<file path="src/rtl/motor_speed_ctrl.sv">
// Speed sequencer for the four-level PWM motor path: period counter, speed FSM, level select.
// Optional auto-off timer is built when MOTOR_TIMER_EN is defined.
module motor_speed_ctrl #(
   parameter int CNT_MAX    = 999,
   parameter int TICK_DIV   = 100_000_000,
   parameter int TIMER_STEP = 3,
   parameter int TIMER_MAX  = 9
) (
   input  logic       i_clk,
   input  logic       i_reset,
   input  logic       i_btn_speed,
   input  logic       i_btn_stop,
   input  logic       i_btn_timer,
   input  logic [3:0] i_pwm,
   output logic [9:0] o_counter,
   output logic       o_motor,
   output logic [2:0] o_speed,
   output logic [3:0] o_timer
);

   typedef enum logic [2:0] {
      ST_STOP = 3'd0,
      ST_SPD1 = 3'd1,
      ST_SPD2 = 3'd2,
      ST_SPD3 = 3'd3,
      ST_SPD4 = 3'd4
   } state_e;

   localparam logic [9:0] CNT_LAST = 10'(CNT_MAX);

   state_e     state_q, state_d;
   logic [9:0] cnt_q, cnt_d;
   logic       spd_dly_q, spd_dly_d;
   logic       stop_dly_q, stop_dly_d;
   logic       spd_press;
   logic       stop_press;
   logic       expire;
   logic       motor;

   assign spd_press  = i_btn_speed & ~spd_dly_q;
   assign stop_press = i_btn_stop & ~stop_dly_q;

   always_comb begin
      cnt_d      = (cnt_q == CNT_LAST) ? 10'd0 : cnt_q + 10'd1;
      spd_dly_d  = i_btn_speed;
      stop_dly_d = i_btn_stop;
   end

`ifdef MOTOR_TIMER_EN
   localparam int PW = (TICK_DIV > 1) ? $clog2(TICK_DIV) : 1;
   localparam logic [PW-1:0] PRE_LAST = PW'(TICK_DIV - 1);
   localparam logic [3:0]    TMR_MAX  = 4'(TIMER_MAX);
   localparam logic [4:0]    TMR_STEP = 5'(TIMER_STEP);

   logic          tmr_dly_q, tmr_dly_d;
   logic [3:0]    tmr_q, tmr_d;
   logic [PW-1:0] pre_q, pre_d;
   logic          tmr_press;
   logic          tmr_load;
   logic          run;
   logic          tick;
   logic [4:0]    tmr_sum;

   assign tmr_press = i_btn_timer & ~tmr_dly_q;
   assign tmr_load  = tmr_press && (state_q != ST_STOP) && !stop_press;
   assign run       = (state_q != ST_STOP) && (tmr_q != 4'd0);
   assign tick      = run && (pre_q == PRE_LAST);
   assign tmr_sum   = {1'b0, tmr_q} + TMR_STEP;

   // A load restarts the prescaler so expiry lands exactly tmr*TICK_DIV clocks later.
   always_comb begin
      tmr_dly_d = i_btn_timer;
      tmr_d     = tmr_q;
      expire    = 1'b0;
      if (!run || tick || tmr_load || stop_press)
         pre_d = '0;
      else
         pre_d = pre_q + PW'(1);
      if (stop_press) begin
         tmr_d = 4'd0;
      end else if (tmr_load) begin
         if (tmr_q == TMR_MAX)
            tmr_d = 4'd0;
         else if (tmr_sum > {1'b0, TMR_MAX})
            tmr_d = TMR_MAX;
         else
            tmr_d = tmr_sum[3:0];
      end else if (tick) begin
         expire = (tmr_q == 4'd1);
         tmr_d  = tmr_q - 4'd1;
      end
   end

   always_ff @(posedge i_clk or posedge i_reset) begin
      if (i_reset) begin
         tmr_dly_q <= 1'b0;
         tmr_q     <= 4'd0;
         pre_q     <= '0;
      end else begin
         tmr_dly_q <= tmr_dly_d;
         tmr_q     <= tmr_d;
         pre_q     <= pre_d;
      end
   end

   assign o_timer = tmr_q;
`else
   localparam int unused_cfg = TICK_DIV + TIMER_STEP + TIMER_MAX;

   logic unused_btn_timer;

   assign unused_btn_timer = i_btn_timer;
   assign expire           = 1'b0;
   assign o_timer          = 4'd0;
`endif

   // Stop beats expiry beats speed; overlapping requests are expected here.
   always_comb begin
      state_d = state_q;
      priority case (1'b1)
         stop_press: state_d = ST_STOP;
         expire:     state_d = ST_STOP;
         spd_press: begin
            unique case (state_q)
               ST_STOP: state_d = ST_SPD1;
               ST_SPD1: state_d = ST_SPD2;
               ST_SPD2: state_d = ST_SPD3;
               ST_SPD3: state_d = ST_SPD4;
               ST_SPD4: state_d = ST_SPD1;
               default: state_d = ST_STOP;
            endcase
         end
         default: state_d = state_q;
      endcase
   end

   always_ff @(posedge i_clk or posedge i_reset) begin
      if (i_reset) begin
         state_q    <= ST_STOP;
         cnt_q      <= 10'd0;
         spd_dly_q  <= 1'b0;
         stop_dly_q <= 1'b0;
      end else begin
         state_q    <= state_d;
         cnt_q      <= cnt_d;
         spd_dly_q  <= spd_dly_d;
         stop_dly_q <= stop_dly_d;
      end
   end

   always_comb begin
      motor = 1'b0;
      unique case (state_q)
         ST_STOP: motor = 1'b0;
         ST_SPD1: motor = i_pwm[0];
         ST_SPD2: motor = i_pwm[1];
         ST_SPD3: motor = i_pwm[2];
         ST_SPD4: motor = i_pwm[3];
         default: motor = 1'b0;
      endcase
   end

   assign o_motor   = motor;
   assign o_speed   = state_q;
   assign o_counter = cnt_q;

endmodule
</file>
<file path="config.mk">
export PLATFORM = sky130hd
export DESIGN_NAME = motor_speed_ctrl
export DESIGN_NICKNAME = d
export VERILOG_FILES = /design/src/rtl/motor_speed_ctrl.sv
export SDC_FILE = /design/constraint.sdc
export NUM_CORES = 1
export LEC_CHECK = 0
export ABC_AREA = 0
export CAP_MARGIN = 0
export CORE_UTILIZATION = 46
export DETAILED_ROUTE_END_ITERATION = 8
export GPL_ROUTABILITY_DRIVEN = 0
export PLACE_DENSITY = 0.81
export SYNTH_ARGS = -nofsm -noshare
export SYNTH_HDL_FRONTEND = slang
export SYNTH_SLANG_ARGS = --single-unit
</file>
<file path="constraint.sdc">
create_clock -name i_clk -period 2 [get_ports i_clk]
set_input_delay 0.3 -clock i_clk [delete_from_list [all_inputs] [get_ports i_clk]]
set_output_delay 0.3 -clock i_clk [all_outputs]
set_load 0.01 [all_outputs]
</file>
After elaboration in Yosys (flattened, before gate mapping)

Cells that the tools add are included.
Widths: inputs -> output; s select.

Register bits: 15
Latch bits: 0
Bits in writable memories: 0
Bits in read-only memories: 0
Output and inout port bits: 18
Memories kept: 0

Add/subtract/negate cells: 1
Multiply operators: 0
Divide/modulo/power cells: 0
Magnitude comparators: 0
Eq/ne operators: 5
Shift-type cells: 0
Multiplexer cells: 5
Bitwise operators: 4
Reduce and logical (&&, ||, !) cells: 3

Operators by type and width:

| operator              | number |
|---|---|
| $pmux 3 s4            | 1 |
| $add 10x1->10 const B | 1 |
| $eq 10x10->1 const B  | 1 |
| $mux 10               | 1 |
| $eq 3x2->1 const B    | 2 |
| $mux 3                | 2 |
| $pmux 1 s4            | 1 |
| $eq 3x1->1 const B    | 1 |
| $eq 3x3->1 const B    | 1 |
| $logic_not 3->1       | 1 |
| $and 1x1->1           | 2 |
| $not 1->1             | 2 |
| $reduce_bool 2->1     | 1 |
| $reduce_or 2->1       | 1 |

Longest topological paths before layout

Gate-level depths: netlist of the first run.

Word-level depth: 5
Gate-level depth with buffers: 4
Mapped depth without buffers: 4

Least setup slack after synthesis of the first run

OpenSTA, ideal clock, no wires.

Path type: reg-to-output
Start point: register state_q[1], in the netlist o_speed[1]
End point: output o_motor
Arrival time: 1184 ps
Data required time: 1700 ps
Slack: 516 ps
Cell stages (with the launch flop): 4
Path through: dfrtp_1 > mux2_2 > a221oi_1 > a21oi_1

Word-level cells in the longest chain between the ends: 2

Ends and longest elaborated chain:

| item                                     | line | text |
|---|---|---|
| start: declaration                       | 31   | `state_e state_q, state_d;` |
| start signal: assignment                 | 144  | `state_q <= state_d;` |
| $eq 3x3->1, or another cell as far along | 153  | `unique case (state_q)` |
| $pmux 1 s4 *                             | 153  |  |
| end: declaration                         | 16   | `output logic o_motor,` |

Every way passes the cells marked *; elsewhere a longest branch is shown, timed or not.

Final worst setup path of the first run

Start point: input i_pwm[3]
End point: output o_motor

Word-level cells in the longest chain between the ends: 1

Ends and longest elaborated chain:

| item               | line | text |
|---|---|---|
| start: declaration | 14   | `input logic [3:0] i_pwm,` |
| $pmux 1 s4         | 153  |  |

Every way passes these cells.

==> results of run 1 <==
## cells in the mapped netlist, types with 2 or more instances
library cell | count | share of area (%)
a21oi_1 | 5 | 3.2
buf_4 | 4 | 3.9
dfrtp_1 | 15 | 49
inv_1 | 4 | 1.9
nand2_1 | 7 | 3.4
nand2b_1 | 2 | 1.6
nand3_1 | 4 | 2.6
nand4_1 | 2 | 1.6
nor2_1 | 6 | 2.9
nor2b_1 | 3 | 2.4
o211ai_1 | 2 | 1.9
o21ai_0 | 2 | 1.3
or3_1 | 2 | 1.6
or4_1 | 2 | 1.9
xnor2_1 | 2 | 2.3
## critical path: stages
cell and delay (ns):
clkdlybuf4s50_1 0.45, or3b_2 0.43, a21oi_1 0.15, clkdlybuf4s15_1 0.25
## metal layers
layer / up-vias / part of all wire, %
li1: 329 / -
met2: 20 / 47
met1: 301 / 46
met4: 0 / 1.3
met3: 4 / 5.5
met5: - / 0
## flip-flops by register name (all words and copies together) (netlist names)
register / flops
o_counter: 10
stop_dly_q: 1
spd_dly_q: 1
o_speed: 3
## report_power, final
group          internal [mW]  switching, mW
registers              0.317         0.0120
logic                 0.0868         0.0658
clock network         0.0742         0.0965
total                  0.478          0.174
## timing repair
item | CTS | global route
endpoints found under the setup margin | 1 | 1
resized for setup | 1 | 2
hold endpoints to repair | 0 | 0
## cell families after synthesis
kind of cell             synth area share [%]
AO/OA/AOI/OAI                           13.13
XOR/XNOR                                3.404
adder cells (fa/ha/maj)                 1.620
buffers and inverters                   5.834
flip-flops                              48.62
multiplexers                            1.459
other                                  0.4858
AND/OR/NAND/NOR                         25.45
## stage by stage
stage	std cells	setup slack (ns)	utilization, %	hold slack (ns)
6_report	121	0.1212	66.96	0.3460
5_1_grt	121	0.03502	66.96	0.4247
4_1_cts	121	0.03061	66.48	0.3598
3_5_place_dp	117	-0.1803	64.77	0.5080
3_3_place_gp	117	-0.1635	64.77	0.5018
2_1_floorplan	82	0.5163	-	0.2015
## final cells by class
class	count	area [um^2]	area share, %
clock buffer	3	22.52	2.182
clock inverter	1	5.005	0.4848
inverter	4	15.01	1.455
multi-input combinational	59	369.1	35.76
sequential	15	375.4	36.36
tap	16	20.02	1.939
timing repair buffer	23	225.2	21.82
## worst max-delay path by stage
stage / startpoint / end / slack (ns) / depth (start not counted)
finish: i_pwm[3] / o_motor / 0.12 / 4
detailed placement: i_pwm[3] / o_motor / -0.18 / 4
CTS: o_speed[1]$_DFFE_PP0P_ / o_motor / 0.03 / 4
global route: o_speed[1]$_DFFE_PP0P_ / o_motor / 0.04 / 4
global placement: i_pwm[3] / o_motor / -0.16 / 4
floorplan: o_speed[1]$_DFFE_PP0P_ / o_motor / 0.52 / 3
==> out/qor.txt, run 1 <==
Die H = 42.97 um
Final critical-path required period = 1.879 ns
Crit path kind = in -> out
Number of fill cells = 134
Routed vias = 654
Hold Path Class = in -> async
Core Box Area = 1541 um^2
Post-route ant nets = 0
Initial drt markers = 15
Rel. slew slack = 64.30%
Post-synthesis async set-or-reset flop share = 100.0%
Worst-Skew Late Latency = 0.28 ns
Worst Clk Skew = 0.004098 ns
1st-pass router iterations = 4
Start of the worst register-to-register path = o_counter[0]$_DFF_PP0_
WP data required = 1.70 ns
Final slew viol count = 0
Commonest non-fill, non-tap cells in the layout = 20 x clkdlybuf4s50_1, 15 x dfrtp_1, 7 x nand2_1
Power Dens Cells = 632.2 nW/um^2
Worst setup EP type = output pin
Leakage = 0.4174 nW
Cts bufs inserted = 3
I/O pin cnt = 27
Starting Density = 50.08%
Sum Neg Setup Slack = 0 ns
DRC errors left = 0
Library cells used by synthesis = 32
First-pass GRT wire length = 2663 um
Post-DP Area = 998.5 um^2
Root Buffer = clkbuf_4
Worst vdd ir = 0.0004136 V
R2R setup slack = 0.40 ns
Post-CTS Hold Buffers = 0
Detailed Place HPWL = 1125 um
Crit path DAT = 1.58 ns
Setup Viol. Count Final = 0
Met3 usage = 5.106%
Power Total = 0.6526 mW
CTS tree = built
CP Launch Type = input port
Maximum fanout along the worst path = 1
Vias in the first global route = 620
Synth warn = 0
Slew @ Worst Pin = 0.5349 ns
Vias/cell = 5.405
Syn Std Cell Area = 772.0 um^2
Sequential-to-total area share from yosys stat = 48.62%
Layout area overhead = 33.71%
GR Util met2 = 30.30%
RSZ-0062 raised after global routing = no
I/O Buffers = 21
Drt wl/cell = 12.57 um
Initial antenna violation count = 0
Rows = 14
# Post-CTS Setup Buffers = 0
GRT met1 Usage = 25.69%
Final hold vios = 0
Die Wd = 42.97 um
Max-cap violations = 0
Status = complete, no violations
Pin count of the biggest net entering global routing = 16
GR Util All Layers = 19.61%
Layout net count = 116
Grt peak-use layer = met2
Clock slew at reported path FFs = 0.09 ns
Share of cells above drive strength 1 = 9.524%
FF+latch count, synth = 15
CTS H-tree lvls = 1
Final Instance Area = 1032 um^2
Crit Reg-Reg Endpoint = o_counter[3]$_DFF_PP0_
Clock Sinks = 15
WL final = 1521 um
Synthesized instance count = 79
Post-synth top flop = dfrtp_1
Reg2Reg Depth = 4
Commonest non-fill, non-tap cell in the layout = clkdlybuf4s50_1
Die area = 1846 um^2
Total global routing overflow = 0
Mean Syn Cell Area = 9.772 um^2
Final period utilization = 93.94%
Fmax achieved = 532.3 MHz
Number of enable flip-flop cells after synthesis = 0
Ant. Diodes = 0
Clock Path Buffers = 2
(Power assumes the default switching activity.)
==> run 2: changes to the inputs <==
--- a/config.mk
+++ b/config.mk
@@ -10,7 +10,7 @@
 export CORE_UTILIZATION = 46
 export DETAILED_ROUTE_END_ITERATION = 8
 export GPL_ROUTABILITY_DRIVEN = 0
-export PLACE_DENSITY = 0.81
+export PLACE_DENSITY_LB_ADDON = 0.2
 export SYNTH_ARGS = -nofsm -noshare
 export SYNTH_HDL_FRONTEND = slang
 export SYNTH_SLANG_ARGS = --single-unit
==> run 2 against run 1 <==
Effect of this change:
- via count increased by 0.15%
- highest routed layer unchanged
- critical endpoint unchanged
- register-to-register slack got worse by 0.02 ns
- fmax increased by 0.52%
- sequential share of layout area decreased by 0.39 points
- global-route usage decreased by 0.71 points
- design area increased by 1.1%
- cell count increased by 0.83%
- clock power about the same
- total power increased by 2.5%
==> out/qor.txt, run 2 (synthesis results as in run 1) <==
Status = complete, no violations
Final period utilization = 93.46% (-0.48 points)
Initial antenna violation count = 0 (unchanged)
CTS tree = built
Final critical-path required period = 1.869 ns (-0.009651 ns)
Vias/cell = 5.369 (-0.67%)
Critical-path cell list = mux2_4 -> a221oi_2 -> a21oi_1 -> clkdlybuf4s15_1
Rel. slew slack = 64.03% (-0.27 points)
Logic gate share of total power = 25.0% (+1.6 points)
First-pass GRT wire length = 2553 um (-4.1%)
Worst-Skew Late Latency = 0.28 ns (about the same)
Starting Density = 50.08% (unchanged)
Core Box Area = 1541 um^2 (unchanged)
Pin count of the biggest net entering global routing = 16 (unchanged)
Final Core Density = 67.69% (+0.73 points)
DRC errors left = 0 (unchanged)
Hold Path Class = in -> async
Worst setup EP type = output pin
Setup Viol. Count Final = 0 (unchanged)
I/O Buffers = 21 (unchanged)
CP Launch Type = flip-flop
Ant. Diodes = 0 (unchanged)
Clock slew at reported path FFs = 0.09 ns (about the same)
Crit path DAT = 1.57 ns (about the same)
Vias in the first global route = 603 (-2.7%)
Die area = 1846 um^2 (unchanged)
Rows = 14 (unchanged)
Fmax achieved = 535.0 MHz (+0.52%)
Root Buffer = clkbuf_4
1st-pass router iterations = 4 (unchanged)
Cell Int Power = 0.4911 mW (+2.7%)
WL final = 1551 um (+2.0%)
Initial drt markers = 15 (unchanged)
CP peak stage delay = 0.42 ns (-0.03 ns)
Clock Path Buffers = 2 (unchanged)
RSZ-0062 raised after global routing = no
Crit path kind = reg -> out
Total global routing overflow = 0 (unchanged)
Leakage = 0.4263 nW (+2.1%)
Crit path max-delay cell type = dfrtp_1
Routed vias = 655 (+0.15%)
Die Wd = 42.97 um (unchanged)
WP data required = 1.70 ns (about the same)
Post-CTS Hold Buffers = 0 (unchanged)
Post-route ant nets = 0 (unchanged)
Maximum fanout along the worst path = 4 (+3)
Final hold vios = 0 (unchanged)
Clock network power share = 25.5% (-0.7 points)
Layout area overhead = 35.17%
Drt wl/cell = 12.71 um (+1.1%)
Max FFs per register = 10 (unchanged)
Switching power = 0.1781 mW (+2.2%)
GR Util All Layers = 18.89% (-0.71 points)
Power Total = 0.6692 mW (+2.5%)
Worst Clk Skew = 0.003149 ns (-0.0009490 ns)
Layout net count = 117 (+0.86%)
Switching share of power = 26.62% (-0.083 points)
I/O pin cnt = 27 (unchanged)
Sequential power share = 49.6% (-0.9 points)
Worst vdd ir = 0.0004044 V (-2.2%)
Commonest non-fill, non-tap cell in the layout = clkdlybuf4s50_1
Max-cap violations = 0 (unchanged)
Share of cells above drive strength 1 = 10.38% (+0.85 points)
Detailed Place HPWL = 1159 um (+3.1%)
Die H = 42.97 um (unchanged)
Slew @ Worst Pin = 0.5390 ns (+0.004086 ns)
Commonest non-fill, non-tap cells in the layout = 20 x clkdlybuf4s50_1, 15 x dfrtp_1, 7 x nand2_1
Cts bufs inserted = 3 (unchanged)
CTS H-tree lvls = 1 (unchanged)
Clock Sinks = 15 (unchanged)
Power Dens Cells = 641.3 nW/um^2 (+1.4%)
Final slew viol count = 0 (unchanged)
-- run 2: stage by stage --
stage / area, um^2 / setup WS (ns) / hold slack [ns] / TNS (ns) / instances
global placement: 998.5 / -0.1590 / 0.5009 / -0.1590 / 117
floorplan: 783.3 / 0.5163 / 0.2015 / 0 / 82
detailed placement: 998.5 / -0.1686 / 0.5196 / -0.1686 / 117
global route: 1044 / 0.04068 / 0.4038 / 0 / 122
finish: 1044 / 0.1308 / 0.3504 / 0 / 122
CTS: 1025 / 0.005034 / 0.3713 / 0 / 121
-- run 2: cell type report --
cell class                      instances  area (um^2)
Clock inverter                          1        5.005
Inverter                                4        15.01
Fill cell                             132        498.0
Timing Repair Buffer                   24        232.7
Sequential cell                        15        375.4
Multi-Input combinational cell         59        372.9
Clock buffer                            3        22.52
Tap cell                               16        20.02
-- run 2: timing repair --
item	4_1_cts	5_1_grt
buffers inserted	0	1
resized for setup	1	3
endpoints found under the setup margin	1	1
endpoints found under the hold margin	0	0
-- run 2: layer usage --
layer  GRT usage, %  part of all wire (%)  routed length, um  vias to the layer above
li1               -                     -                  -                      329
met1          24.31                    49                760                      306
met2          29.39                    46                708                       18
met3          7.660                   4.6                 72                        2
met4          5.455                  0.64                 10                        0
met5              0                     0                  0                        -
-- run 2: power by group through the flow --
stage          Sequential [mW]  Combinational [mW]  Clock, mW
2_1_floorplan            0.349              0.0634          0
3_3_place_gp             0.337               0.148          0
3_5_place_dp             0.337               0.150          0
4_1_cts                  0.331               0.145      0.176
5_1_grt                  0.334               0.183      0.193
6_report                 0.332               0.167      0.170
-- run 2: critical path: cells and delay by family, from the launching register on --
kind | cells | cell delay (ns)
muxes | 1 | 0.32
buffers and inverters | 1 | 0.23
DFF | 1 | 0.42
AOI/OAI and AO/OA | 2 | 0.32
-- run 2: final timing paths --
kind                                        startpoint                      to  slack (ns)  depth (start not counted)
worst min register to register  o_counter[0]$_DFF_PP0_  o_counter[0]$_DFF_PP0_        0.53                          1
worst max register to register  o_counter[0]$_DFF_PP0_  o_counter[3]$_DFF_PP0_        0.38                          4
max in group asynchronous                      i_reset  o_counter[8]$_DFF_PP0_        1.29                          2
worst min-delay path                           i_reset  o_speed[0]$_DFFE_PP0P_        0.35                          2
min in group i_clk                          i_btn_stop    stop_dly_q$_DFF_PP0_        0.48                          1
worst max-delay path            o_speed[1]$_DFFE_PP0P_                 o_motor        0.13                          4
==> run 3: changes to the inputs <==
--- a/config.mk
+++ b/config.mk
@@ -11,6 +11,7 @@
 export DETAILED_ROUTE_END_ITERATION = 8
 export GPL_ROUTABILITY_DRIVEN = 0
 export PLACE_DENSITY_LB_ADDON = 0.2
+export REMOVE_ABC_BUFFERS = 1
 export SYNTH_ARGS = -nofsm -noshare
 export SYNTH_HDL_FRONTEND = slang
 export SYNTH_SLANG_ARGS = --single-unit
==> constraint.sdc (replaced) <==
create_clock -name i_clk -period 2.4 [get_ports i_clk]
set_input_delay 0.36 -clock i_clk [delete_from_list [all_inputs] [get_ports i_clk]]
set_output_delay 0.36 -clock i_clk [all_outputs]
set_load 0.01 [all_outputs]
==> run 3 against run 2 <==
Effect of this change:
- global-route usage is 0.77 points higher
- wire length is 2.0% higher
- critical path depth stayed put
- design area is 3.1% lower
- non-clock buffer count is 3 lower
- total power is 20% lower
- hold slack better by 0.057 ns
- cell count is 2.5% lower
- register-to-register slack better by 0.41 ns
- first-iteration DRC count is 27% lower
- critical path type is now in -> out
- critical endpoint unchanged
==> out/qor.txt, run 3 (synthesis results as in run 1) <==
Status = complete, no violations
Cts bufs inserted = 3 (unchanged)
I/O pin cnt = 27 (unchanged)
RSZ-0062 raised after global routing = no
Power Total = 0.5325 mW (-20%)
Final critical-path required period = 2.291 ns
Post-route ant nets = 0 (unchanged)
Power Dens Cells = 526.7 nW/um^2 (-18%)
DRC errors left = 0 (unchanged)
CP Launch Type = input port
Vias in the first global route = 596 (-1.2%)
Worst-Skew Late Latency = 0.29 ns (about the same)
Multi-input logic area = 362.8 um^2 (-2.7%)
Final period utilization = 95.48%
Routed vias = 655 (unchanged)
Final hold vios = 0 (unchanged)
Sequential power share = 53.9% (+4.3 points)
Commonest non-fill, non-tap cells in the layout = 21 x clkdlybuf4s50_1, 14 x dfrtp_1, 7 x nand2_1
Clock slew at reported path FFs = 0.09 ns (about the same)
Detailed Place HPWL = 1142 um (-1.5%)
GR Util All Layers = 19.66% (+0.77 points)
Slew @ Worst Pin = 0.5499 ns (+0.01098 ns)
Pre-CTS WS = 0.1158 ns (+0.2843 ns)
Clock Path Buffers = 2 (unchanged)
Sum Neg Setup Slack = 0 ns (unchanged)
Rel. slew slack = 63.30% (-0.73 points)
Final Core Density = 65.58% (-2.1 points)
Die area = 1846 um^2 (unchanged)
Clock network power share = 27.3% (+1.8 points)
Number of fill cells = 145 (+9.8%)
Most used cell, CP = clkdlybuf4s50_1
CTS tree = built
Root Buffer = clkbuf_4
Cell Int Power = 0.3920 mW (-20%)
Worst Clk Skew = 0.005074 ns (+0.001925 ns)
Commonest non-fill, non-tap cell in the layout = clkdlybuf4s50_1
Pin count of the biggest net entering global routing = 16 (unchanged)
Crit path kind = in -> out
CTS H-tree lvls = 1 (unchanged)
Final slew viol count = 0 (unchanged)
Crit path DAT = 1.93 ns (+0.36 ns)
Setup Viol. Count Final = 0 (unchanged)
Total global routing overflow = 0 (unchanged)
Core Box Area = 1541 um^2 (unchanged)
WL final = 1582 um (+2.0%)
Starting Density = 50.08% (unchanged)
Share of cells above drive strength 1 = 6.796% (-3.6 points)
Worst vdd ir = 0.0004053 V (+0.23%)
Die Wd = 42.97 um (unchanged)
Hold Path Class = in -> async
1st-pass router iterations = 4 (unchanged)
Cell Count Post-Placement = 115 (-1.7%)
Worst setup EP type = output pin
Post-DP Area = 983.4 um^2 (-1.5%)
Initial antenna violation count = 0 (unchanged)
Maximum fanout along the worst path = 1 (-3)
Switching share of power = 26.38% (-0.24 points)
Fmax achieved = 436.4 MHz
Critical-path cell list = clkdlybuf4s50_1 -> or3b_2 -> a21oi_1 -> clkdlybuf4s50_1
Logic gate share of total power = 18.8% (-6.2 points)
WP data required = 2.04 ns (+0.34 ns)
Max FFs per register = 10 (unchanged)
Layout net count = 114 (-2.6%)
Crit path max-delay family = buffers and inverters
Crit path max-delay cell type = clkdlybuf4s50_1
Hold_ws = 0.4071 ns (+0.05670 ns)
Leakage = 0.4006 nW (-6.0%)
Clock Sinks = 15 (unchanged)
I/O Buffers = 21 (unchanged)
Vias/cell = 5.504 (+2.5%)
Register area = 376.6 um^2 (+0.33%)
Final Non-Filler Cells = 119 (-2.5%)
Worst Slack Setup Final = 0.1085 ns (-0.02231 ns)
Max-cap violations = 0 (unchanged)
Die H = 42.97 um (unchanged)
Rows = 14 (unchanged)
Initial drt markers = 11 (-4)
Final Instance Area = 1011 um^2 (-3.1%)
Switching power = 0.1404 mW (-21%)
Drt wl/cell = 13.29 um (+4.6%)
CP peak stage delay = 0.54 ns (+0.12 ns)
Layout area overhead = 30.96%
Critical path buffer and inverter count = 2 (+1)
First-pass GRT wire length = 2622 um (+2.7%)
Ant. Diodes = 0 (unchanged)
run 3: worst paths after layout:
check,to,start,slack [ns],cells past startpoint
setup / recovery,o_motor,i_pwm[3],0.11,4
hold / removal,o_counter[3]$_DFF_PP0_,i_reset,0.41,2
setup reg to reg,o_counter[3]$_DFF_PP0_,o_counter[0]$_DFF_PP0_,0.79,4
hold reg to reg,o_counter[0]$_DFF_PP0_,o_counter[0]$_DFF_PP0_,0.52,1
max in group asynchronous,o_speed[1]$_DFFE_PP0P_,i_reset,1.59,2
min in group i_clk,o_counter[0]$_DFF_PP0_,o_counter[0]$_DFF_PP0_,0.52,1
run 3: layer usage:
| metal | GRT usage (%) | vias to the layer above | wire length, um |
|---|---|---|---|
| met5 | 0 | - | 0 |
| met4 | 11.52 | 0 | 34 |
| met3 | 4.255 | 5 | 76 |
| met2 | 31.21 | 24 | 732 |
| met1 | 24.51 | 301 | 740 |
| li1 | - | 325 | - |
run 3: cell type report:
class	instances	area share, %
clock buffer	4	2.599
timing repair buffer	21	20.79
sequential	15	37.25
inverter	4	1.485
tap	16	1.980
multi-input combinational	59	35.89
run 3: power by group through the flow:
stage	combinational [mW]	sequential, mW	clock (mW)
2_1_floorplan	0.0480	0.291	0
3_3_place_gp	0.0993	0.290	0
3_5_place_dp	0.101	0.291	0
4_1_cts	0.101	0.286	0.147
5_1_grt	0.109	0.291	0.155
6_report	0.100	0.287	0.146
run 3: timing repair:
item                                    in CTS  in global routing
hold buffers                                 0                  0
endpoints found under the setup margin       0                  1
buffers inserted                             0                  0
gates resized for setup                      0                  1
